`config.mk`:
```
export PLATFORM = sky130hd
export DESIGN_NAME = fp_mult_result_q
export DESIGN_NICKNAME = d
export VERILOG_FILES = /design/src/rtl/fp_mult_pkg.sv /design/src/rtl/fp_mult_result_q_sat_counter.sv /design/src/rtl/fp_mult_result_q.sv
export SDC_FILE = /design/constraint.sdc
export NUM_CORES = 1
export LEC_CHECK = 0
export BUFFER_PORTS_ARGS = -buffer_cell sky130_fd_sc_hd__buf_2
export CAP_MARGIN = 20
export CORE_ASPECT_RATIO = 1.25
export CORE_MARGIN = 2
export CORE_UTILIZATION = 52
export DETAILED_ROUTE_END_ITERATION = 12
export PLACE_DENSITY = 0.77
export REMOVE_ABC_BUFFERS = 1
export SLEW_MARGIN = 15
export SYNTH_ARGS = -nofsm -noshare
export SYNTH_HDL_FRONTEND = slang
export SYNTH_SLANG_ARGS = --single-unit
export TNS_END_PERCENT = 20
```
`constraint.sdc`:
```
create_clock -name clk -period 2.4 [get_ports clk]
set_clock_uncertainty 0.1 [all_clocks]
set_input_delay 0.12 -clock clk [delete_from_list [all_inputs] [get_ports clk]]
set_output_delay 0.12 -clock clk [all_outputs]
set_load 0.03 [all_outputs]
```
`src/rtl/fp_mult_pkg.sv`:
```
// fp_mult_pkg
//   Shared definitions for the fp_mult datapath and its result stage.
//   - Status-word bit indices. The 8-bit status is packed as
//     {0, 0, inexact, huge, tiny, nan, inf, zero}.
//   - Rounding-mode enum used by fp_mult.
//   - Status word type and a helper that extracts the six flag bits.
package fp_mult_pkg;

  localparam int ST_ZERO    = 0;
  localparam int ST_INF     = 1;
  localparam int ST_NAN     = 2;
  localparam int ST_TINY    = 3;
  localparam int ST_HUGE    = 4;
  localparam int ST_INEXACT = 5;

  // Number of meaningful flag bits in the status word; [7:6] are reserved.
  localparam int ST_FLAGS_W = 6;

  typedef enum logic [1:0] {
    RM_RNE = 2'd0,  // round to nearest, ties to even
    RM_RTZ = 2'd1,  // round toward zero
    RM_RUP = 2'd2,  // round toward +inf
    RM_RDN = 2'd3   // round toward -inf
  } rnd_mode_e;

  typedef logic [7:0] status_t;

  function automatic logic [ST_FLAGS_W-1:0] status_flags(input status_t st);
    return st[ST_FLAGS_W-1:0];
  endfunction

endpackage

```
`src/rtl/fp_mult_result_q_sat_counter.sv`:
```
// sat_counter
//   Saturating up-counter with synchronous clear.
//   Ports:
//     clk   - rising-edge clock
//     rst_n - asynchronous active-low reset, clears the count
//     clr   - synchronous clear; an increment in the same cycle still counts,
//             so clr && inc leaves the counter at 1
//     inc   - increment request; ignored once the count reaches all-ones
//     cnt   - current count
module sat_counter #(
  parameter int W = 16
) (
  input  logic         clk,
  input  logic         rst_n,
  input  logic         clr,
  input  logic         inc,
  output logic [W-1:0] cnt
);

  logic [W-1:0] cnt_q;
  logic [W-1:0] cnt_d;

  always_comb begin
    cnt_d = cnt_q;
    if (clr) begin
      cnt_d    = '0;
      cnt_d[0] = inc;
    end else if (inc && (cnt_q != '1)) begin
      cnt_d = cnt_q + 1'b1;
    end
  end

  always_ff @(posedge clk or negedge rst_n) begin
    if (!rst_n) begin
      cnt_q <= '0;
    end else begin
      cnt_q <= cnt_d;
    end
  end

  assign cnt = cnt_q;

endmodule

```
`src/rtl/fp_mult_result_q.sv`:
```
// fp_mult_result_q
//   Registered result stage behind the combinational fp_mult datapath.
//   Queues {z, status} pairs in a DEPTH-entry circular FIFO and keeps sticky
//   exception flags plus saturating event counters. Data is never modified.
//
//   Handshake: a transfer happens on a rising edge where valid && ready are
//   both high. ready/valid are driven from registered state only, never from
//   the partner's signal in the same cycle. The producer must hold its data
//   stable while valid is high and ready is low.
//
//   Ports:
//     clk, rst_n            - clock, asynchronous active-low reset
//     in_valid / in_ready   - upstream handshake (push)
//     z_in, status_in       - product and status from fp_mult
//     out_valid / out_ready - downstream handshake (pop)
//     z_out, status_out     - head entry of the queue
//     clear_flags           - synchronous clear of sticky flags and counters
//     sticky_flags          - OR of status_in[5:0] over accepted entries
//     nan_cnt, huge_cnt,
//     tiny_cnt, result_cnt  - saturating counts of accepted entries
module fp_mult_result_q
  import fp_mult_pkg::*;
#(
  parameter int DEPTH = 4,
  parameter int CNT_W = 16
) (
  input  logic             clk,
  input  logic             rst_n,
  input  logic             in_valid,
  output logic             in_ready,
  input  logic [31:0]      z_in,
  input  logic [7:0]       status_in,
  output logic             out_valid,
  input  logic             out_ready,
  output logic [31:0]      z_out,
  output logic [7:0]       status_out,
  input  logic             clear_flags,
  output logic [5:0]       sticky_flags,
  output logic [CNT_W-1:0] nan_cnt,
  output logic [CNT_W-1:0] huge_cnt,
  output logic [CNT_W-1:0] tiny_cnt,
  output logic [CNT_W-1:0] result_cnt
);

  localparam int PTR_W = $clog2(DEPTH);
  localparam logic [PTR_W:0] FULL_CNT = (PTR_W + 1)'(DEPTH);

  logic [31:0]    z_mem_q  [DEPTH];
  status_t        st_mem_q [DEPTH];
  logic [PTR_W-1:0] wr_ptr_q, wr_ptr_d;
  logic [PTR_W-1:0] rd_ptr_q, rd_ptr_d;
  logic [PTR_W:0]   count_q, count_d;
  logic [5:0]       sticky_q, sticky_d;

  logic push;
  logic pop;

  // Full blocks a push even if a pop happens the same cycle: no pass-through.
  assign in_ready  = (count_q != FULL_CNT);
  assign out_valid = (count_q != '0);

  assign push = in_valid && in_ready;
  assign pop  = out_valid && out_ready;

  // Pointers are PTR_W bits wide and DEPTH is a power of two, so the
  // increment wraps modulo DEPTH on its own.
  always_comb begin
    wr_ptr_d = wr_ptr_q;
    rd_ptr_d = rd_ptr_q;
    count_d  = count_q;
    if (push) wr_ptr_d = wr_ptr_q + 1'b1;
    if (pop)  rd_ptr_d = rd_ptr_q + 1'b1;
    case ({push, pop})
      2'b10:   count_d = count_q + 1'b1;
      2'b01:   count_d = count_q - 1'b1;
      default: count_d = count_q;
    endcase
  end

  always_ff @(posedge clk or negedge rst_n) begin
    if (!rst_n) begin
      wr_ptr_q <= '0;
      rd_ptr_q <= '0;
      count_q  <= '0;
    end else begin
      wr_ptr_q <= wr_ptr_d;
      rd_ptr_q <= rd_ptr_d;
      count_q  <= count_d;
    end
  end

  // Storage is reset so the head outputs are never X, even when empty.
  always_ff @(posedge clk or negedge rst_n) begin
    if (!rst_n) begin
      for (int i = 0; i < DEPTH; i++) begin
        z_mem_q[i]  <= '0;
        st_mem_q[i] <= '0;
      end
    end else if (push) begin
      z_mem_q[wr_ptr_q]  <= z_in;
      st_mem_q[wr_ptr_q] <= status_in;
    end
  end

  assign z_out      = z_mem_q[rd_ptr_q];
  assign status_out = st_mem_q[rd_ptr_q];

  // A clear drops history, but the entry accepted in the clear cycle counts.
  always_comb begin
    sticky_d = clear_flags ? '0 : sticky_q;
    if (push) sticky_d = sticky_d | status_flags(status_in);
  end

  always_ff @(posedge clk or negedge rst_n) begin
    if (!rst_n) begin
      sticky_q <= '0;
    end else begin
      sticky_q <= sticky_d;
    end
  end

  assign sticky_flags = sticky_q;

  sat_counter #(.W(CNT_W)) u_nan_cnt (
    .clk (clk),
    .rst_n (rst_n),
    .clr (clear_flags),
    .inc (push && status_in[ST_NAN]),
    .cnt (nan_cnt)
  );

  sat_counter #(.W(CNT_W)) u_huge_cnt (
    .clk (clk),
    .rst_n (rst_n),
    .clr (clear_flags),
    .inc (push && status_in[ST_HUGE]),
    .cnt (huge_cnt)
  );

  sat_counter #(.W(CNT_W)) u_tiny_cnt (
    .clk (clk),
    .rst_n (rst_n),
    .clr (clear_flags),
    .inc (push && status_in[ST_TINY]),
    .cnt (tiny_cnt)
  );

  sat_counter #(.W(CNT_W)) u_result_cnt (
    .clk (clk),
    .rst_n (rst_n),
    .clr (clear_flags),
    .inc (push),
    .cnt (result_cnt)
  );

endmodule

```
## Word level (Yosys, flattened, before mapping)

Cells that the tools add are included.

- Register bits: 237
- Input port bits: 45
- Output and inout port bits: 112
- Logic and storage cells: 76

- Add/sub/neg operators: 8
- Magnitude comparators: 3
- Equality and inequality tests: 7
- Mux-type cells: 23
- Bitwise operators: 3
- Reduce and logical (&&, ||, !) cells: 16

Operator list:

| operator | count |
|---|---|
| 128-bit bitwise mux | 1 |
| 16-bit two-way mux | 8 |
| 32-bit two-way mux | 3 |
| 16-bit by 1-bit adder with 16-bit output, second input constant | 4 |
| 32-bit binary-select mux with 2-bit select | 1 |
| 32-bit demux with 2-bit select | 1 |
| 16-bit != test, second input constant | 4 |
| 32-bit bitwise mux | 1 |
| 8-bit two-way mux | 3 |
| 8-bit binary-select mux with 2-bit select | 1 |
| 8-bit demux with 2-bit select | 1 |
| 6-bit two-way mux | 2 |
| 1-bit logical AND | 10 |
| 2-bit nonzero test | 5 |
| 3-bit >= comparator, second input constant | 2 |
| 2-bit inverter with 3-bit output | 2 |
| 6-bit bitwise OR | 1 |
| 3-bit one-hot mux with 2 select lines | 1 |
| 2-bit by 1-bit adder with 2-bit output, second input constant | 2 |
| 3-bit by 1-bit adder with 3-bit output, second input constant | 1 |
| 3-bit by 1-bit < comparator with 1-bit output, second input constant | 1 |
| 3-bit != test, second input constant | 1 |
| 3-bit nonzero test | 1 |
| 3-bit by 1-bit subtractor with 3-bit output, second input constant | 1 |
| other kinds (2) | 2 |

## Longest topological paths before layout

Gate-level depths: netlist of the first run.

- Depth after elaboration: 6
- Gate-level depth with buffers: 12
- Mapped depth without buffers: 9

## Hierarchy

Synthesis of the first run repeated with hierarchy kept, for this count alone.

- Cells, all modules: 853
- Area, all modules: 11461.0 µm²

By module, submodules not included:

| module | times used | cells an instance | area each (µm²) | seq. area each (µm²) |
|---|---|---|---|---|
| fp_mult_result_q | 1 | 445 | 7622.3 | 4329.2 |
| sat_counter | 4 | 102 | 959.7 | 400.4 |

## Worst setup path before layout of the first run

No wires, ideal clock.

- Path kind: register to register
- Start point: reg count_q[1]
- End point: reg count_q[2]
- Setup time: 0.079 ns
- Arrival time: 2.358 ns
- Required time: 2.221 ns
- Slack: -0.137 ns
- Cell stages (with the launch flop): 13
- Path buffers: 3
- Period minus slack after synthesis: 2.537 ns
- Cells stage by stage: dfrtp_1 -> or3b_1 -> buf_2 -> and2_4 -> buf_6 -> inv_2 -> buf_4 -> ha_1 -> inv_1 -> fa_1 -> xor2_1 -> nor2_1 -> xor2_1

- Cells in the longest elaborated chain, start to end: 4
- Elaborated cells on any way between the ends: 10
- Classes of those cells: add/sub: 2; eq/ne: 3; mux: 1; reduce/logical: 4

RTL lines:

| what | RTL line | text |
|---|---|---|
| start, declared | fp_mult_result_q.sv:52 | `logic [PTR_W:0] count_q, count_d;` |
| start signal, assigned | fp_mult_result_q.sv:88 | `count_q <= count_d;` |
| 3-bit != test or 3-bit nonzero test (tied branches) | fp_mult_result_q.sv:59, fp_mult_result_q.sv:60 |  |
| 1-bit logical AND, on equally long branches | fp_mult_result_q.sv:62, fp_mult_result_q.sv:63 |  |
| 2-bit by 1-bit == test with 1-bit output or 2-bit == test (tied branches) | fp_mult_result_q.sv:73 | `case ({push, pop})` |
| 3-bit one-hot mux with 2 select lines or 2-bit nonzero test (tied branches) | - |  |

Several ways; a longest one is shown, not always the timed one.
A chain may end at the register's enable or synchronous reset.

## Final worst setup path of the first run

- Start point: reg rd_ptr_q[0]
- End point: out status_out[6]

- Cells in the longest elaborated chain, start to end: 4

RTL lines:

| what | RTL line | text |
|---|---|---|
| start, declared | fp_mult_result_q.sv:51 | `logic [PTR_W-1:0] rd_ptr_q, rd_ptr_d;` |
| start signal, assigned | fp_mult_result_q.sv:87 | `rd_ptr_q <= rd_ptr_d;` |
| 2-bit inverter with 3-bit output (not written as such) | fp_mult_result_q.sv:106 | `assign status_out = st_mem_q[rd_ptr_q];` |
| 8-bit binary-select mux with 2-bit select | fp_mult_result_q.sv:106 |  |
| 8-bit two-way mux (not written as such) (2 in a row) | fp_mult_result_q.sv:106 |  |
| end, declared | fp_mult_result_q.sv:36 | `output logic [7:0] status_out,` |

Every way passes these cells. The select of a mux whose other input is x is not followed.

==> results of run 1 <==
power by group through the flow:
stage | Combinational (mW) | Sequential, mW | Clock [mW]
CTS | 7.18 | 6.29 | 3.72
global route | 7.60 | 6.49 | 3.86
finish | 7.12 | 6.32 | 3.63
detailed placement | 7.10 | 6.34 | 0
global placement | 6.98 | 6.23 | 0
floorplan | 4.95 | 6.42 | 0
state kept, by name (all words and copies together), names as in the netlist, 3 cells and up:
register,count
st_mem_q,32
u_huge_cnt.cnt,16
u_tiny_cnt.cnt,16
u_nan_cnt.cnt,16
count_q,3
u_result_cnt.cnt,16
sticky_flags,6
z_mem_q,128
per-layer routing:
| metal | vias up | global-route usage (%) | wire, µm | share of wire (%) |
|---|---|---|---|---|
| met5 | - | 0 | 0 | 0 |
| met4 | 0 | 6.34 | 408 | 1.6 |
| met1 | 4076 | 28.7 | 10400 | 41 |
| met2 | 189 | 38.6 | 12900 | 51 |
| met3 | 38 | 3.80 | 1370 | 5.5 |
| li1 | 3634 | - | - | - |
kinds of logic after synthesis:
kind of cell	count (synthesis)	share of synthesized area, %
compound gates	119	6.68
xor+xnor	6	0.464
fa+ha+maj	10	1.17
buf+inv	67	4.16
flops	237	52.4
mux	209	24.8
simple gates	190	10.4
timing repair:
| item | 4_1_cts | 5_1_grt |
|---|---|---|
| hold buffers | 43 | 0 |
| setup buffers | 0 | 0 |
| endpoints found under the hold margin | 373 | 0 |
cells in the mapped netlist (4+ instances only):
cell type and instances:
or3_1 12, mux4_2 40, mux2_1 6, nor4_1 6, nand2_1 35, ha_1 9
clkbuf_8 9, nand4_1 21, o41ai_1 4, o211ai_1 6, dfrtp_1 237, mux2_2 162
clkbuf_1 16, buf_6 5, buf_1 4, o21ai_0 17, and3_1 8, nand3_1 16
a21oi_1 46, o311ai_0 5, buf_2 12, and4_1 12, or4_1 32, nor2_1 11
inv_1 13, o31ai_1 32, and2_1 6, nor2b_1 8, buf_12 4, nor3_1 5
worst max-delay path: stages (launching register included):
cell     delay [ns]
dfrtp_2        0.39
buf_4          0.36
mux4_2         0.60
buf_2          0.20
how the worst max path moves through the flow:
stage                                  startpoint                        endpoint  slack, ns  cells past startpoint
floorplan           u_tiny_cnt.cnt[0]$_DFFE_PN0P_  u_tiny_cnt.cnt[11]$_DFFE_PN0P_      -0.48                      5
global placement           count_q[1]$_DFFE_PN0P_          count_q[2]$_DFFE_PN0P_       0.25                      9
detailed placement         count_q[1]$_DFFE_PN0P_          count_q[2]$_DFFE_PN0P_       0.20                      9
CTS                       rd_ptr_q[0]$_DFFE_PN0P_                       z_out[16]       0.08                      3
global route              rd_ptr_q[0]$_DFFE_PN0P_                   status_out[6]      0.007                      3
finish                    rd_ptr_q[0]$_DFFE_PN0P_                   status_out[6]       0.11                      3
cell type report:
class / instances / area [µm²] / area share [%]
Inverter: 14 / 52.6 / 0.388
Timing Repair Buffer: 224 / 1520 / 11.2
Tap cell: 279 / 349 / 2.57
Multi-Input combinational cell: 534 / 4930 / 36.4
Clock buffer: 39 / 748 / 5.52
Clock inverter: 5 / 25.0 / 0.185
Sequential cell: 237 / 5930 / 43.8
==> results_dict.tcl, run 1 <==
set metrics [dict create \
    ys_seq_elements 237 \
    place_congestion 0.835 \
    final_area_um2 13600 \
    die_x_um 136 \
    grt_pass1_vias 8016 \
    hp-class "input port to async pin" \
    finalCritPeriodShare_pct 95.5 \
    utilization_pct 63.2 \
    die_area_um2 23000 \
    ys_seq_area_share_pct 52.4 \
    final_common_cell "dfrtp_1" \
    core-area_um2 21500 \
    clkLatencyLatePin_ns 0.51 \
    yosysTopAreaCellShare_pct 52.4 \
    powerDensity_nw_per_um2 1260 \
    die_h_um 169 \
    finalWorstSetupSlack_ns 0.108 \
    cp.required_ns 2.18 \
    clockPowerShare_pct 21.3 \
    synth_edf_count 0 \
    seqPwrFrac_pct 37.0 \
    worstRegToRegCells 5 \
    dp_hpwl_um 15600 \
    ant_nets 0 \
    drc 0 \
    fin_tns_setup_ns 0 \
    ys_warn_count 0 \
    slew-limit-headroom_pct 46.1 \
    power.internal_mw 11.0 \
    drt_first_pass_iters 5 \
    path_class "flip-flop to output pin" \
    first_iter_violations 366 \
    period_needed_ns 2.29 \
    combinationalPowerShare_pct 41.7 \
    grt_pass1_wl_um 41100 \
    status "completed" \
    start_kind "flip-flop" \
    rsz0062_at_grt "false" \
    reg2reg_slack_ns 0.19 \
    slew_violations 0 \
    num_rows 60 \
    cts_buffer_depth 3 \
    diodes 0 \
    vias 7937 \
    clk_pin_slew_ns 0.06 \
    finalHoldViolCount 0 \
    start_util_pct 52.7 \
    grt_antenna_before_repair 0 \
    cts_max_level 1 \
    cts_tree "built" \
    max_cap_viol_count 0 \
    via_per_inst 5.96 \
    instances_no_fill 1332 \
    cellLeakagePower_nw 5.92 \
    peakVddDrop_v 0.000996 \
    grt_util_all_layers_pct 22.2 \
    power_mw 17.1 \
    synthCells 838 \
    clock_sinks 237 \
    place_ws_ns 0.201 \
    yosys.area.top_type "dfrtp_1" \
    area_delta_synth_final_pct 19.8 \
    crit_path_max_fanout 18 \
    ys_async_sr_fraction_pct 100 \
    cts-buffers-inserted 24 \
    syn-mean-instance-area_um2 13.5 \
    routed_wl_um 25100 \
    place_inst 1245 \
    p_sw_share_pct 35.6 \
    ctsResizeCount 0 \
    synth.distinct_cells 53 \
    wl_per_cell_um 18.8 \
    final_cell_mix "dfrtp_1 (235), mux2_2 (162), buf_2 (155)" \
    max_freq_mhz 436 \
    crit_arrival_ns 2.07 \
    ys.flop_type "dfrtp_1" \
    regToRegEndpoint "u_nan_cnt.cnt[9]$_DFFE_PN0P_" \
    worst_pin_slew_ns 0.807 \
    clockRootBuffer "clkbuf_16" \
    setup_viol 0 \
    ios 157 \
    syn_area_um2 11300 \
    hold_ws_ns 0.0790 \
    switching_power_mw 6.08 \
    io_buffer_count 156 \
    grt_max_degree 83 \
    placed_area_um2 12400 \
    grt-ovfl-total 0 \
    fill_cells 1661 \
    synth_area_leaders "dfrtp_1 (52%), mux2_2 (16%), mux4_2 (8.0%), o31ai_1 (2.1%), or4_1 (2.1%)" \
    drive_above_1_share_pct 41.2 \
    finalNetCount 1090 \
    endpoint_kind "output pin" \
    r2r_start "u_nan_cnt.cnt[0]$_DFFE_PN0P_" \
]
Note: power is estimated with default switching activity, not from simulation.
==> inputs of run 2 (changes only) <==
Settings changed: CORE_UTILIZATION 52 to 45, PLACE_DENSITY 0.77 to 0.68, TNS_END_PERCENT 20 to default.
==> results_dict.tcl, run 2 (synthesis results as in run 1) <==
set metrics [dict create \
    final_cell_mix "dfrtp_1 (235), mux2_2 (162), buf_2 (155)" \
    first_iter_violations 260 \
    hp-class "input port to async pin" \
    path_class "flip-flop to flip-flop" \
    ios 157 \
    grt-ovfl-total 0 \
    finalNetCount 1100 \
    start_kind "flip-flop" \
    slew-limit-headroom_pct 61.6 \
    top_regs "z_mem_q (128), st_mem_q (32)" \
    dp_hpwl_um 16500 \
    cellLeakagePower_nw 6.01 \
    die_x_um 146 \
    finalHoldViolCount 0 \
    crit_path_start "count_q[2]$_DFFE_PN0P_" \
    start_util_pct 46.0 \
    place_inst 1301 \
    endpoint_kind "flip-flop" \
    final_area_um2 13800 \
    finalWorstSetupSlack_ns 0.155 \
    cts_tree "built" \
    period_needed_ns 2.24 \
    fill_cells 2049 \
    peakVddDrop_v 0.000760 \
    instances_no_fill 1391 \
    slew_violations 0 \
    ant_nets 0 \
    clk_pin_slew_ns 0.06 \
    cp.required_ns 2.74 \
    diodes 0 \
    final_common_cell "dfrtp_1" \
    area_delta_synth_final_pct 22.1 \
    cts_buffer_depth 3 \
    drive_above_1_share_pct 41.8 \
    clkLatencyLatePin_ns 0.52 \
    routed_wl_um 25400 \
    place_ws_ns 0.134 \
    cts_max_level 1 \
    io_buffer_count 156 \
    placed_area_um2 12500 \
    rsz0062_at_grt "false" \
    num_rows 64 \
    finalCritPeriodShare_pct 93.5 \
    place_congestion 0.757 \
    status "completed" \
    core-area_um2 24600 \
    crit_path_max_fanout 15 \
    max_freq_mhz 446 \
    crit_arrival_ns 2.59 \
    grt_util_all_layers_pct 19.3 \
    drt-met1-wl_um 10900 \
    top_layer "met4" \
    met2_length_um 12900 \
    drt_first_pass_iters 4 \
    cts-buffers-inserted 26 \
    grt_max_degree 73 \
    setup_viol 0 \
    die_h_um 181 \
    die_area_um2 26400 \
    powerDensity_nw_per_um2 1270 \
    vias 7810 \
    largest_reg_flops 128 \
    clockRootBuffer "clkbuf_16" \
    grt_pass1_wl_um 42200 \
    r2r_start "count_q[2]$_DFFE_PN0P_" \
    met3WireLength_um 1020 \
    via_per_inst 5.61 \
    drc 0 \
    max_cap_viol_count 0 \
    worst_pin_slew_ns 0.575 \
    clock_sinks 237 \
    wl_per_cell_um 18.3 \
    grt_antenna_before_repair 0 \
    top_register "z_mem_q" \
    grt_pass1_vias 8000 \
]
-- run 2: cell types whose count changed in the layout (fill, tap and decap cells not counted), moves of 2 or more --
cell       change
buf_12         +2
clkinv_2       -3
bufinv_16      +4
buf_4          +5
clkbuf_8       -4
-- run 2: stage by stage --
step	setup TNS, ns	hold slack (ns)	util (%)	power, mW
2_1_floorplan	-74.55	-0.276	-	11.4
3_3_place_gp	0	0.0252	50.7	13.3
3_5_place_dp	0	0.0312	50.7	13.5
4_1_cts	0	0.0633	56.2	17.7
5_1_grt	0	0.0979	56.2	18.5
6_report	0	0.0406	56.2	17.5
-- run 2: final cells by class --
cell class	instances	area [µm²]	area share [%]
flip-flops and latches	237	5940	43.0
multi-input cells	534	4940	35.7
repair buffers	232	1610	11.6
clock buffers	36	718	5.20
well taps	330	413	2.99
clock inverters	8	154	1.11
inverters	14	52.6	0.380
-- run 2: final timing paths --
kind                                                       end  slack [ns]  cells past startpoint
worst max register to register   u_tiny_cnt.cnt[9]$_DFFE_PN0P_        0.16                      5
min in group clk                       z_mem_q[54]$_DFFE_PN0P_        0.28                      3
worst max-delay path             u_tiny_cnt.cnt[9]$_DFFE_PN0P_        0.16                      5
worst min-delay path                  z_mem_q[119]$_DFFE_PN0P_        0.04                      2
max in group asynchronous       u_huge_cnt.cnt[13]$_DFFE_PN0P_        1.42                      3
worst min register to register         z_mem_q[60]$_DFFE_PN0P_        0.39                      1
-- run 2: where the power goes --
part	internal [mW]	switching [mW]
Clock	2.51	1.57
Sequential	5.53	0.820
Combinational	3.42	3.71
-- run 2: critical path, cell delays in order, from the launching register on --
cell and delay (ns):
dfrtp_1 0.40, or3b_4 0.24, buf_4 0.21, nand4_1 0.41
or4_1 0.64, a21oi_1 0.15
-- run 2: repair_timing --
action	in CTS	in global routing
endpoints found under the setup margin	30	2
hold buffers	44	0
endpoints found under the hold margin	415	0
setup buffers	1	1
resized for setup	1	2
pin swaps	0	2
-- run 2: per-layer routing --
metal  up-vias  track usage [%]
met5         -                0
met1      4000             24.7
met3        42             3.11
met4         0             5.29
met2       143             34.1
li1       3625                -
==> inputs of run 3 (changes only) <==
Settings changed: BUFFER_PORTS_ARGS -buffer_cell sky130_fd_sc_hd__buf_2 to -buffer_cell sky130_fd_sc_hd__buf_4.
==> results_dict.tcl, run 3 (synthesis results as in run 1) <==
set metrics [dict create \
    top_regs "z_mem_q (128), st_mem_q (32)" \
    status "completed" \
    hp-class "input port to async pin" \
    num_rows 64 \
    slew-limit-headroom_pct 49.7 \
    die_x_um 146 \
    place_congestion 0.788 \
    dp_hpwl_um 16200 \
    fin_tns_setup_ns 0 \
    setup_viol 0 \
    clockRootBuffer "clkbuf_16" \
    grt_pass1_wl_um 41700 \
    die_h_um 181 \
    grt_use_met1_pct 24.9 \
    grt_max_degree 73 \
    worstRegToRegCells 9 \
    cellLeakagePower_nw 6.04 \
    final_common_cell "dfrtp_1" \
    rsz0062_at_grt "false" \
    r2r_start "count_q[1]$_DFFE_PN0P_" \
    path_class "flip-flop to output pin" \
    crit_arrival_ns 2.02 \
    grt_antenna_before_repair 0 \
    die_area_um2 26400 \
    regToRegEndpoint "count_q[2]$_DFFE_PN0P_" \
    cp.required_ns 2.18 \
    grt_pass1_vias 7901 \
    clk_pin_slew_ns 0.06 \
    power_mw 17.6 \
    cts-buffers-inserted 24 \
    max_cap_viol_count 0 \
    ant_nets 0 \
    drc 0 \
    grt-ovfl-total 0 \
    finalHoldViolCount 0 \
    cts_tree "built" \
    largest_reg_flops 128 \
    drt_first_pass_iters 4 \
    powerDensity_nw_per_um2 1250 \
    top_usage_layer "met2" \
    diodes 0 \
    drive_above_1_share_pct 41.6 \
    ios 157 \
    endpoint_kind "output pin" \
    grt_util_all_layers_pct 19.2 \
    routed_wl_um 25300 \
    clkLatencyLatePin_ns 0.53 \
    vias 7737 \
    crit_path_max_fanout 11 \
    finalCritPeriodShare_pct 93.4 \
    fill_cells 2048 \
    finalNetCount 1102 \
    clock_sinks 237 \
    cts_max_level 1 \
    final_cell_mix "dfrtp_1 (235), buf_4 (183), mux2_2 (162)" \
    slew_violations 0 \
    grt_use_met3_pct 3.21 \
    grt.met2_usage_pct 33.1 \
    reg2reg_slack_ns 0.16 \
    period_needed_ns 2.24 \
    worst_pin_slew_ns 0.752 \
    start_util_pct 46.0 \
    top_register "z_mem_q" \
    wl_per_cell_um 18.2 \
    peakVddDrop_v 0.000765 \
    via_per_inst 5.55 \
    max_freq_mhz 446 \
    first_iter_violations 383 \
    core-area_um2 24600 \
    io_buffer_count 156 \
    cts_buffer_depth 3 \
    area_delta_synth_final_pct 24.7 \
    start_kind "flip-flop" \
]
==> run 3: power breakdown <==
part	total [mW]	switching [mW]	internal, mW
clock	3.65	1.54	2.11
combinational	7.63	3.73	3.90
sequential	6.33	0.807	5.52
==> run 3: repair_timing <==
item	in CTS	in global routing
buffers inserted	0	7
hold buffers	43	0
setup endpoints to repair	6	2
gates resized for setup	1	0
endpoints found under the hold margin	427	0
==> run 3: how the worst max path moves through the flow <==
stage | start | to | slack, ns | cells after the start
after global routing | count_q[1]$_DFFE_PN0P_ | count_q[2]$_DFFE_PN0P_ | 0.001 | 9
after CTS | rd_ptr_q[0]$_DFFE_PN0P_ | z_out[30] | 0.04 | 3
after global placement | count_q[1]$_DFFE_PN0P_ | count_q[2]$_DFFE_PN0P_ | 0.26 | 9
final | rd_ptr_q[0]$_DFFE_PN0P_ | z_out[30] | 0.16 | 3
after floorplan | u_tiny_cnt.cnt[0]$_DFFE_PN0P_ | u_tiny_cnt.cnt[11]$_DFFE_PN0P_ | -0.48 | 5
after detailed placement | count_q[1]$_DFFE_PN0P_ | count_q[2]$_DFFE_PN0P_ | 0.19 | 9
==> run 3: layout make-up <==
class / count / area (µm²) / area share [%]
flip-flops and latches: 237 / 5940 / 42.1
clock inverters: 2 / 35.0 / 0.248
multi-input cells: 534 / 4930 / 34.9
repair buffers: 236 / 2000 / 14.2
inverters: 14 / 52.6 / 0.372
well taps: 330 / 413 / 2.93
clock buffers: 41 / 744 / 5.28
==> run 3: worst max-delay path, cell delays in order, from the launching register on <==
cell	delay [ns]
dfrtp_4	0.54
buf_4	0.22
mux4_2	0.54
buf_4	0.19
==> run 3: through the flow <==
stage,std cells,util (%),hold WS (ns),worst slack (ns),cell area (µm²)
after global placement,1301,52.2,0.0387,0.256,12800
after detailed placement,1301,52.2,0.0385,0.195,12800
after CTS,1387,57.2,0.0573,0.0417,14100
after global routing,1394,57.4,0.109,0.000994,14100
final,1394,57.4,0.0667,0.159,14100
after floorplan,785,-,-0.276,-0.480,10900
==> run 3: routing by layer <==
metal	vias to the layer above	wire [µm]	part of all wire, %
met5	-	0	0
li1	3626	-	-
met2	129	13000	51
met3	29	1010	4.0
met1	3953	10800	43
met4	0	491	1.9
